<file path="src/rtl/seq_shift_rotate.sv">
// Multi-cycle shift/rotate unit: up to STEP bit positions per clock.
// Start/busy/done handshake; result and cout are registered and held.
module seq_shift_rotate #(
    parameter int WIDTH = 32,
    parameter int STEP  = 1
) (
    input  logic             clock,
    input  logic             clear_n,
    input  logic             start,
    input  logic [2:0]       op,
    input  logic [WIDTH-1:0] operand,
    input  logic [WIDTH-1:0] amount,
    output logic             busy,
    output logic             done,
    output logic [WIDTH-1:0] result,
    output logic             cout
);
    localparam int AMT_W = $clog2(WIDTH);
    localparam logic [AMT_W:0] STEP_C  = (AMT_W+1)'(STEP);
    localparam logic [AMT_W:0] WIDTH_C = (AMT_W+1)'(WIDTH);

    localparam logic [2:0] OP_SHL  = 3'b000;
    localparam logic [2:0] OP_SHR  = 3'b001;
    localparam logic [2:0] OP_SHRA = 3'b010;
    localparam logic [2:0] OP_ROL  = 3'b011;
    localparam logic [2:0] OP_ROR  = 3'b100;

    typedef enum logic [1:0] {IDLE, SHIFT, DONE} state_e;

    state_e             state_q, state_d;
    logic [WIDTH-1:0]   work_q, work_d;
    logic [2:0]         op_q, op_d;
    logic [AMT_W-1:0]   cnt_q, cnt_d;
    logic [WIDTH-1:0]   result_q, result_d;
    logic               cout_q, cout_d;
    logic               busy_q, busy_d;
    logic               done_q, done_d;

    logic [AMT_W-1:0]   n;
    logic               direct;
    logic               last;
    logic [AMT_W-1:0]   k;
    logic [AMT_W:0]     wsub;
    logic [AMT_W-1:0]   hi_idx;
    logic [AMT_W-1:0]   lo_idx;
    logic [2*WIDTH-1:0] dbl_l;
    logic [2*WIDTH-1:0] dbl_r;
    logic [WIDTH-1:0]   sh;
    logic               bit_out;
    logic               unused_amt;

    assign n          = amount[AMT_W-1:0];
    assign unused_amt = ^amount[WIDTH-1:AMT_W];
    assign direct     = (n == '0) || (op > OP_ROR);

    // One step moves k bits; the last step consumes whatever is left
    always_comb begin
        last    = ({1'b0, cnt_q} <= STEP_C);
        k       = last ? cnt_q : STEP_C[AMT_W-1:0];
        wsub    = WIDTH_C - {1'b0, k};
        hi_idx  = wsub[AMT_W-1:0];
        lo_idx  = k - AMT_W'(1);
        dbl_l   = {work_q, work_q} << k;
        dbl_r   = {work_q, work_q} >> k;
        sh      = work_q;
        bit_out = 1'b0;
        unique case (op_q)
            OP_SHL: begin
                sh      = work_q << k;
                bit_out = work_q[hi_idx];
            end
            OP_SHR: begin
                sh      = work_q >> k;
                bit_out = work_q[lo_idx];
            end
            OP_SHRA: begin
                sh      = $unsigned($signed(work_q) >>> k);
                bit_out = work_q[lo_idx];
            end
            OP_ROL: begin
                sh      = dbl_l[2*WIDTH-1:WIDTH];
                bit_out = work_q[hi_idx];
            end
            OP_ROR: begin
                sh      = dbl_r[WIDTH-1:0];
                bit_out = work_q[lo_idx];
            end
            default: begin
                sh      = work_q;
                bit_out = 1'b0;
            end
        endcase
    end

    always_ff @(posedge clock or negedge clear_n) begin
        if (!clear_n) begin
            state_q <= IDLE;
        end else begin
            state_q <= state_d;
        end
    end

    always_comb begin
        state_d = state_q;
        unique case (state_q)
            IDLE:    if (start) state_d = direct ? DONE : SHIFT;
            SHIFT:   if (last) state_d = DONE;
            DONE:    state_d = IDLE;
            default: state_d = IDLE;
        endcase
    end

    always_comb begin
        work_d   = work_q;
        op_d     = op_q;
        cnt_d    = cnt_q;
        result_d = result_q;
        cout_d   = cout_q;
        unique case (state_q)
            IDLE: begin
                if (start) begin
                    work_d = operand;
                    op_d   = op;
                    cnt_d  = n;
                    if (direct) begin
                        result_d = operand;
                        cout_d   = 1'b0;
                    end
                end
            end
            SHIFT: begin
                work_d = sh;
                cnt_d  = cnt_q - k;
                if (last) begin
                    result_d = sh;
                    cout_d   = bit_out;
                end
            end
            default: ;
        endcase
        busy_d = (state_d != IDLE);
        done_d = (state_d == DONE);
    end

    always_ff @(posedge clock or negedge clear_n) begin
        if (!clear_n) begin
            work_q   <= '0;
            op_q     <= '0;
            cnt_q    <= '0;
            result_q <= '0;
            cout_q   <= 1'b0;
            busy_q   <= 1'b0;
            done_q   <= 1'b0;
        end else begin
            work_q   <= work_d;
            op_q     <= op_d;
            cnt_q    <= cnt_d;
            result_q <= result_d;
            cout_q   <= cout_d;
            busy_q   <= busy_d;
            done_q   <= done_d;
        end
    end

    assign busy   = busy_q;
    assign done   = done_q;
    assign result = result_q;
    assign cout   = cout_q;
endmodule

</file>
<file path="config.mk">
export PLATFORM = sky130hd
export DESIGN_NAME = seq_shift_rotate
export DESIGN_NICKNAME = d
export VERILOG_FILES = /design/src/rtl/seq_shift_rotate.sv
export SDC_FILE = /design/constraint.sdc
export NUM_CORES = 1
export LEC_CHECK = 0
export ABC_AREA = 1
export CORE_MARGIN = 5
export CORE_UTILIZATION = 40
export DETAILED_ROUTE_END_ITERATION = 7
export PLACE_DENSITY = 0.66
export SLEW_MARGIN = 20
export SYNTH_ARGS = -nofsm -noshare
export SYNTH_HDL_FRONTEND = slang
export SYNTH_SLANG_ARGS = --single-unit
</file>
<file path="constraint.sdc">
create_clock -name clock -period 2.25 [get_ports clock]
set_input_delay 0.225 -clock clock [delete_from_list [all_inputs] [get_ports clock]]
set_output_delay 0.225 -clock clock [all_outputs]
set_load 0.02 [all_outputs]
</file>
# After elaboration in Yosys (flattened, before gate mapping)
# Cells that the tools add are included.
dict set report totals {
  register_bits 77
}
dict set report classes {
  addsub 3
  magnitude_cmp 4
  eq_ne 9
  shifts 5
  n_mux 23
  reduce_logical 11
}
# operator n
set op_table {}
lappend op_table {{32-bit case mux with 5 select lines} 1}
lappend op_table {{32-bit 2-to-1 mux} 4}
lappend op_table {{32-bit case mux with 2 select lines} 2}
lappend op_table {{64-bit by 5-bit << shifter with 64-bit output} 1}
lappend op_table {{64-bit by 5-bit >> shifter with 32-bit output} 1}
lappend op_table {{32-bit by 5-bit << shifter with 32-bit output} 1}
lappend op_table {{32-bit by 5-bit >> shifter with 32-bit output} 1}
lappend op_table {{32-bit by 5-bit >>> shifter with 32-bit output} 1}
lappend op_table {{5-bit by 6-bit less-than comparator with 1-bit output, second input constant} 2}
lappend op_table {{1-bit binary-select mux with 5-bit select} 2}
lappend op_table {{5-bit 2-to-1 mux} 2}
lappend op_table {{5-bit case mux with 2 select lines} 1}
lappend op_table {{3-bit by 2-bit == test with 1-bit output, second input constant} 2}
lappend op_table {{2-bit 2-to-1 mux} 3}
lappend op_table {{2-bit != test, second input constant} 3}
lappend op_table {{5-bit by 1-bit <= comparator with 1-bit output, second input constant} 1}
lappend op_table {{5-bit zero test} 1}
lappend op_table {{1-bit 2-to-1 mux} 5}
lappend op_table {{1-bit by 5-bit subtractor with 5-bit output, first input constant} 1}
lappend op_table {{5-bit by 1-bit subtractor with 5-bit output, second input constant} 1}
lappend op_table {{5-bit subtractor} 1}
lappend op_table {{1-bit case mux with 2 select lines} 2}
lappend op_table {{2-bit case mux with 2 select lines} 1}
lappend op_table {{2-bit AND reduction} 2}
lappend op_table {{other kinds (12)} 13}

# Depth between registers and ports, before layout
dict set report logic_depth {
  word_depth 8
  depth_mapped 16
}

# Least setup slack after synthesis
# OpenSTA, ideal clock, no wires.
dict set report synth_timing {
  path_type {register -> register}
  start {reg cnt_q[3]}
  end {reg cout_q (netlist: cout)}
  arrival_time_ns 1.905
  setup_slack_ns 0.279
  path_stages_with_launch 16
  period_less_slack_ns 1.971
  cell_sequence {dfrtp_1 nor2_4 nand2_2 nor2_4 ha_1 clkbuf_1 o21a_1 nand2_1 nand2_1 inv_1 nand2_1 a21oi_1 nand2_1 nand2_1 nand2_1 nand2_1}
}
dict set report synth_via {
  elab_chain_cells 8
}
# element line_no
set synth_rtl {}
lappend synth_rtl {{start, declared} 33} ;# logic [AMT_W-1:0] cnt_q, cnt_d;
lappend synth_rtl {{start signal, assigned} 157} ;# cnt_q <= cnt_d;
lappend synth_rtl {{5-bit by 1-bit <= comparator with 1-bit output} 58} ;# last = ({1'b0, cnt_q} <= STEP_C);
lappend synth_rtl {{5-bit 2-to-1 mux} 59} ;# k = last ? cnt_q : STEP_C[AMT_W-1:0];
lappend synth_rtl {{5-bit by 1-bit subtractor with 5-bit output or 1-bit by 5-bit subtractor with 5-bit output (tied branches)} {62, 60}}
lappend synth_rtl {{1-bit binary-select mux with 5-bit select (on tied branches)} --}
lappend synth_rtl {{1-bit 2-to-1 mux (on tied branches)} --}
lappend synth_rtl {{1-bit case mux with 2 select lines} 67} ;# unique case (op_q)
lappend synth_rtl {{1-bit 2-to-1 mux} 134} ;# if (last) begin
lappend synth_rtl {{1-bit case mux with 2 select lines} 119} ;# unique case (state_q)
lappend synth_rtl {{end signal, assigned} 159} ;# cout_q <= cout_d;
lappend synth_rtl {{end, declared} 35} ;# logic cout_q, cout_d;
# Several ways; a longest one is shown, not always the timed one. The select of a mux whose other input is x is not followed.
# A chain may end at the register's enable or synchronous reset.

# Worst setup path after layout
dict set report layout_timing {
  start {reg cnt_q[3]}
  end {reg work_q[14]}
}
dict set report layout_via {
  elab_chain_cells 5
}
# element line_no
set layout_rtl {}
lappend layout_rtl {{5-bit by 1-bit <= comparator with 1-bit output} 58}
lappend layout_rtl {{5-bit 2-to-1 mux (*)} 59}
lappend layout_rtl {{64-bit by 5-bit >> shifter with 32-bit output (tied with other cells)} 64} ;# dbl_r = {work_q, work_q} >> k;
lappend layout_rtl {{32-bit case mux with 5 select lines (*)} 67}
lappend layout_rtl {{32-bit case mux with 2 select lines (*)} 119}
lappend layout_rtl {{end signal, assigned} 155} ;# work_q <= work_d;
lappend layout_rtl {{end, declared} 31} ;# logic [WIDTH-1:0] work_q, work_d;
# Mark *: on every way between the ends. The rest lies on a longest branch, timed or not.

==> summary.txt <==
Status = completed
Root Driver = clkbuf_8
Final Util = 51.11%
CP Data Arrival Time = 2.29 ns
Initial DRC count = 274
Initial antenna violation count = 0
Leak = 2.722 nW
Final HPWL DP = 8.983 mm
Setup TNS = 0 ns
Die Area = 13280 µm²
Post-Syn Area = 4429 µm²
Max FO, Critical Path = 27
Final setup vio count = 0
Fin Clk Skew = 0.01070 ns
Yosys warns = 0
Starting Density = 40.86%
Synth-to-layout area growth = 25.08%
Share of layout cells above drive strength 1 = 7.937%
Synth top cells by count = 241 x nand2_1, 77 x dfrtp_1, 51 x inv_1
Die X = 115.2 µm
Per-cell routed wire length = 14.79 µm
Port bufs = 77
Peak VDD IR = 0.0006827 V
Cell taking the most area after synthesis = dfrtp_1
Crit-path slowest cell = dfrtp_1
Global-route wire length before repair = 20.89 mm
Final std cells w/o fill = 833
Final period util = 89.12%
Filler instances = 1102
Worst Path Class, Setup = reg2reg
TritonCTS clock tree = done
Cells after Synth = 612
Gr usage total = 19.66%
Pwr dens = 1675 nW/µm²
Max_cap viols = 0
Core Area = 10840 µm²
Drt drc = 0
Synth area leaders = dfrtp_1 44%, nand2_1 20%, o21ai_0 5.4%
Routed wire length = 12.32 mm
Die Y = 115.2 µm
Post-synth EDFFs = 0
Pre-antenna DRT Iters = 4
Synth Flop Type = dfrtp_1
Clock transition at the registers of the reported paths = 0.09 ns
Reg2reg start = cnt_q[3]$_DFFE_PN0P_
Ports = 105
Via-to-Cell Ratio = 5.089
Synth unique cells = 35
Pwr Total = 0.009278 W
Worst-path cell chain = nor2_4 > buf_4 > nand3_4 > buf_4 > nand2_1 > o22ai_1 > o21ai_0 > nand2_1 > o21ai_0
Pin count of the biggest net entering global routing = 65
Fin. Hold Viols = 0
Clock Path Buffers = 2
CP max stage delay = 0.44 ns
Final Wtd Congestion = 0.8862
F_max = 498.7 MHz
Worst path required time = 2.53 ns
Total grt overflow = 0
Top-count cell post-synth = nand2_1
Nature of the critical path startpoint = register
CP top delay family = simple AND/OR/NAND/NOR gates
Worst min path class = in2async
RSZ-0062 raised after global routing = false
Minimum clock period = 2.005 ns
Post-Syn Area per Cell = 7.237 µm²
Crit path launch = cnt_q[3]$_DFFE_PN0P_
Proportion of netlist area held by the largest area contributor = 43.50%
Routed Antenna Nets = 0
H-tree Lvls = 3
# clock sinks = 77
Max Slew Vio Count = 0
Number of register bits inferred by synthesis = 77
Clk_lat worst skew = 0.36 ns
Via count = 4239
Worst setup EP type = register
Crit path buffers/inverters = 2
Net count, final = 761
Row cnt = 38
Dpl cells = 816
CTS Buf Count = 9
Diode count = 0
Async set or reset register ratio after synthesis = 100.0%
Vias in the first global route = 4330
Register area share after synthesis = 43.50%
cell type report:
cell class / count / area [µm²] / area share [%]
multi-input combinational: 446 / 2077 / 37.49
tap: 140 / 175.2 / 3.162
timing repair buffer: 96 / 950.9 / 17.16
clock inverter: 7 / 66.31 / 1.197
sequential: 77 / 1927 / 34.78
clock buffer: 9 / 123.9 / 2.236
inverter: 58 / 220.2 / 3.975
flip-flops by register name (all words and copies together) (netlist names):
name,cells
work_q,32
busy,1
op_q,3
done,1
state_q,2
result,32
cnt_q,5
cout,1
final timing paths:
check | endpoint | slack, ns | cells after the start
setup / recovery | work_q[14]$_DFFE_PN0P_ | 0.24 | 9
hold / removal | result[11]$_DFFE_PN0P_ | 0.35 | 2
setup reg to reg | work_q[14]$_DFFE_PN0P_ | 0.24 | 9
hold reg to reg | result[3]$_DFFE_PN0P_ | 0.48 | 2
max in group asynchronous | cnt_q[0]$_DFFE_PN0P_ | 1.25 | 3
min in group clock | result[0]$_DFFE_PN0P_ | 0.47 | 3
kinds of logic after synthesis:
kind of cell,Yosys count,synth area share (%)
fa+ha+maj,3,0.8475
flops,77,43.50
compound gates,147,18.33
buf+inv,90,9.689
simple gates,294,27.54
other cells,1,0.08466
placed cells by master, fill, tap and decap left out, drive strengths merged, types with 2 or more instances in the layout:
| master | n |
|---|---|
| a21oi | 11 |
| nand4 | 4 |
| ha | 3 |
| inv | 58 |
| dfrtp | 77 |
| clkdlybuf4s50 | 76 |
| clkinv | 5 |
| nand3 | 21 |
| clkbuf | 9 |
| buf | 19 |
| o211ai | 2 |
| o311ai | 2 |
| conb | 2 |
| a31oi | 4 |
| o21ai | 96 |
| nor3 | 2 |
| nand2 | 246 |
| nor2 | 21 |
| o22ai | 25 |
| o221ai | 2 |
repair_timing:
action,4_1_cts,5_1_grt
gates resized for setup,0,0
buffers inserted,0,0
hold buffers,1,0
hold endpoints to repair,28,0
power by group:
part / switching, W / leakage (nW) / internal, W
combinational: 0.00365 / 1.67 / 0.00213
clock: 0.000526 / 0.0987 / 0.000506
sequential: 0.000395 / 0.949 / 0.00207
total: 0.00457 / 2.72 / 0.00471
per-layer routing:
| layer | routed length (µm) | GRT usage, % |
|---|---|---|
| met2 | 5871 | 32.83 |
| met5 | 0 | 0 |
| met3 | 476 | 2.632 |
| met4 | 163 | 6.103 |
| met1 | 5809 | 26.57 |
per-stage QoR:
| stage | setup slack (ns) | hold WS, ns | cell area, µm² |
|---|---|---|---|
| 2_1_floorplan | 0.2794 | -0.07059 | 4433 |
| 3_3_place_gp | 0.2861 | 0.2009 | 5340 |
| 3_5_place_dp | 0.2856 | 0.2069 | 5340 |
| 4_1_cts | 0.2614 | 0.3574 | 5540 |
| 5_1_grt | 0.04285 | 0.3970 | 5540 |
| 6_report | 0.2448 | 0.3538 | 5540 |
No activity file was read; power rests on OpenSTA's default activity.
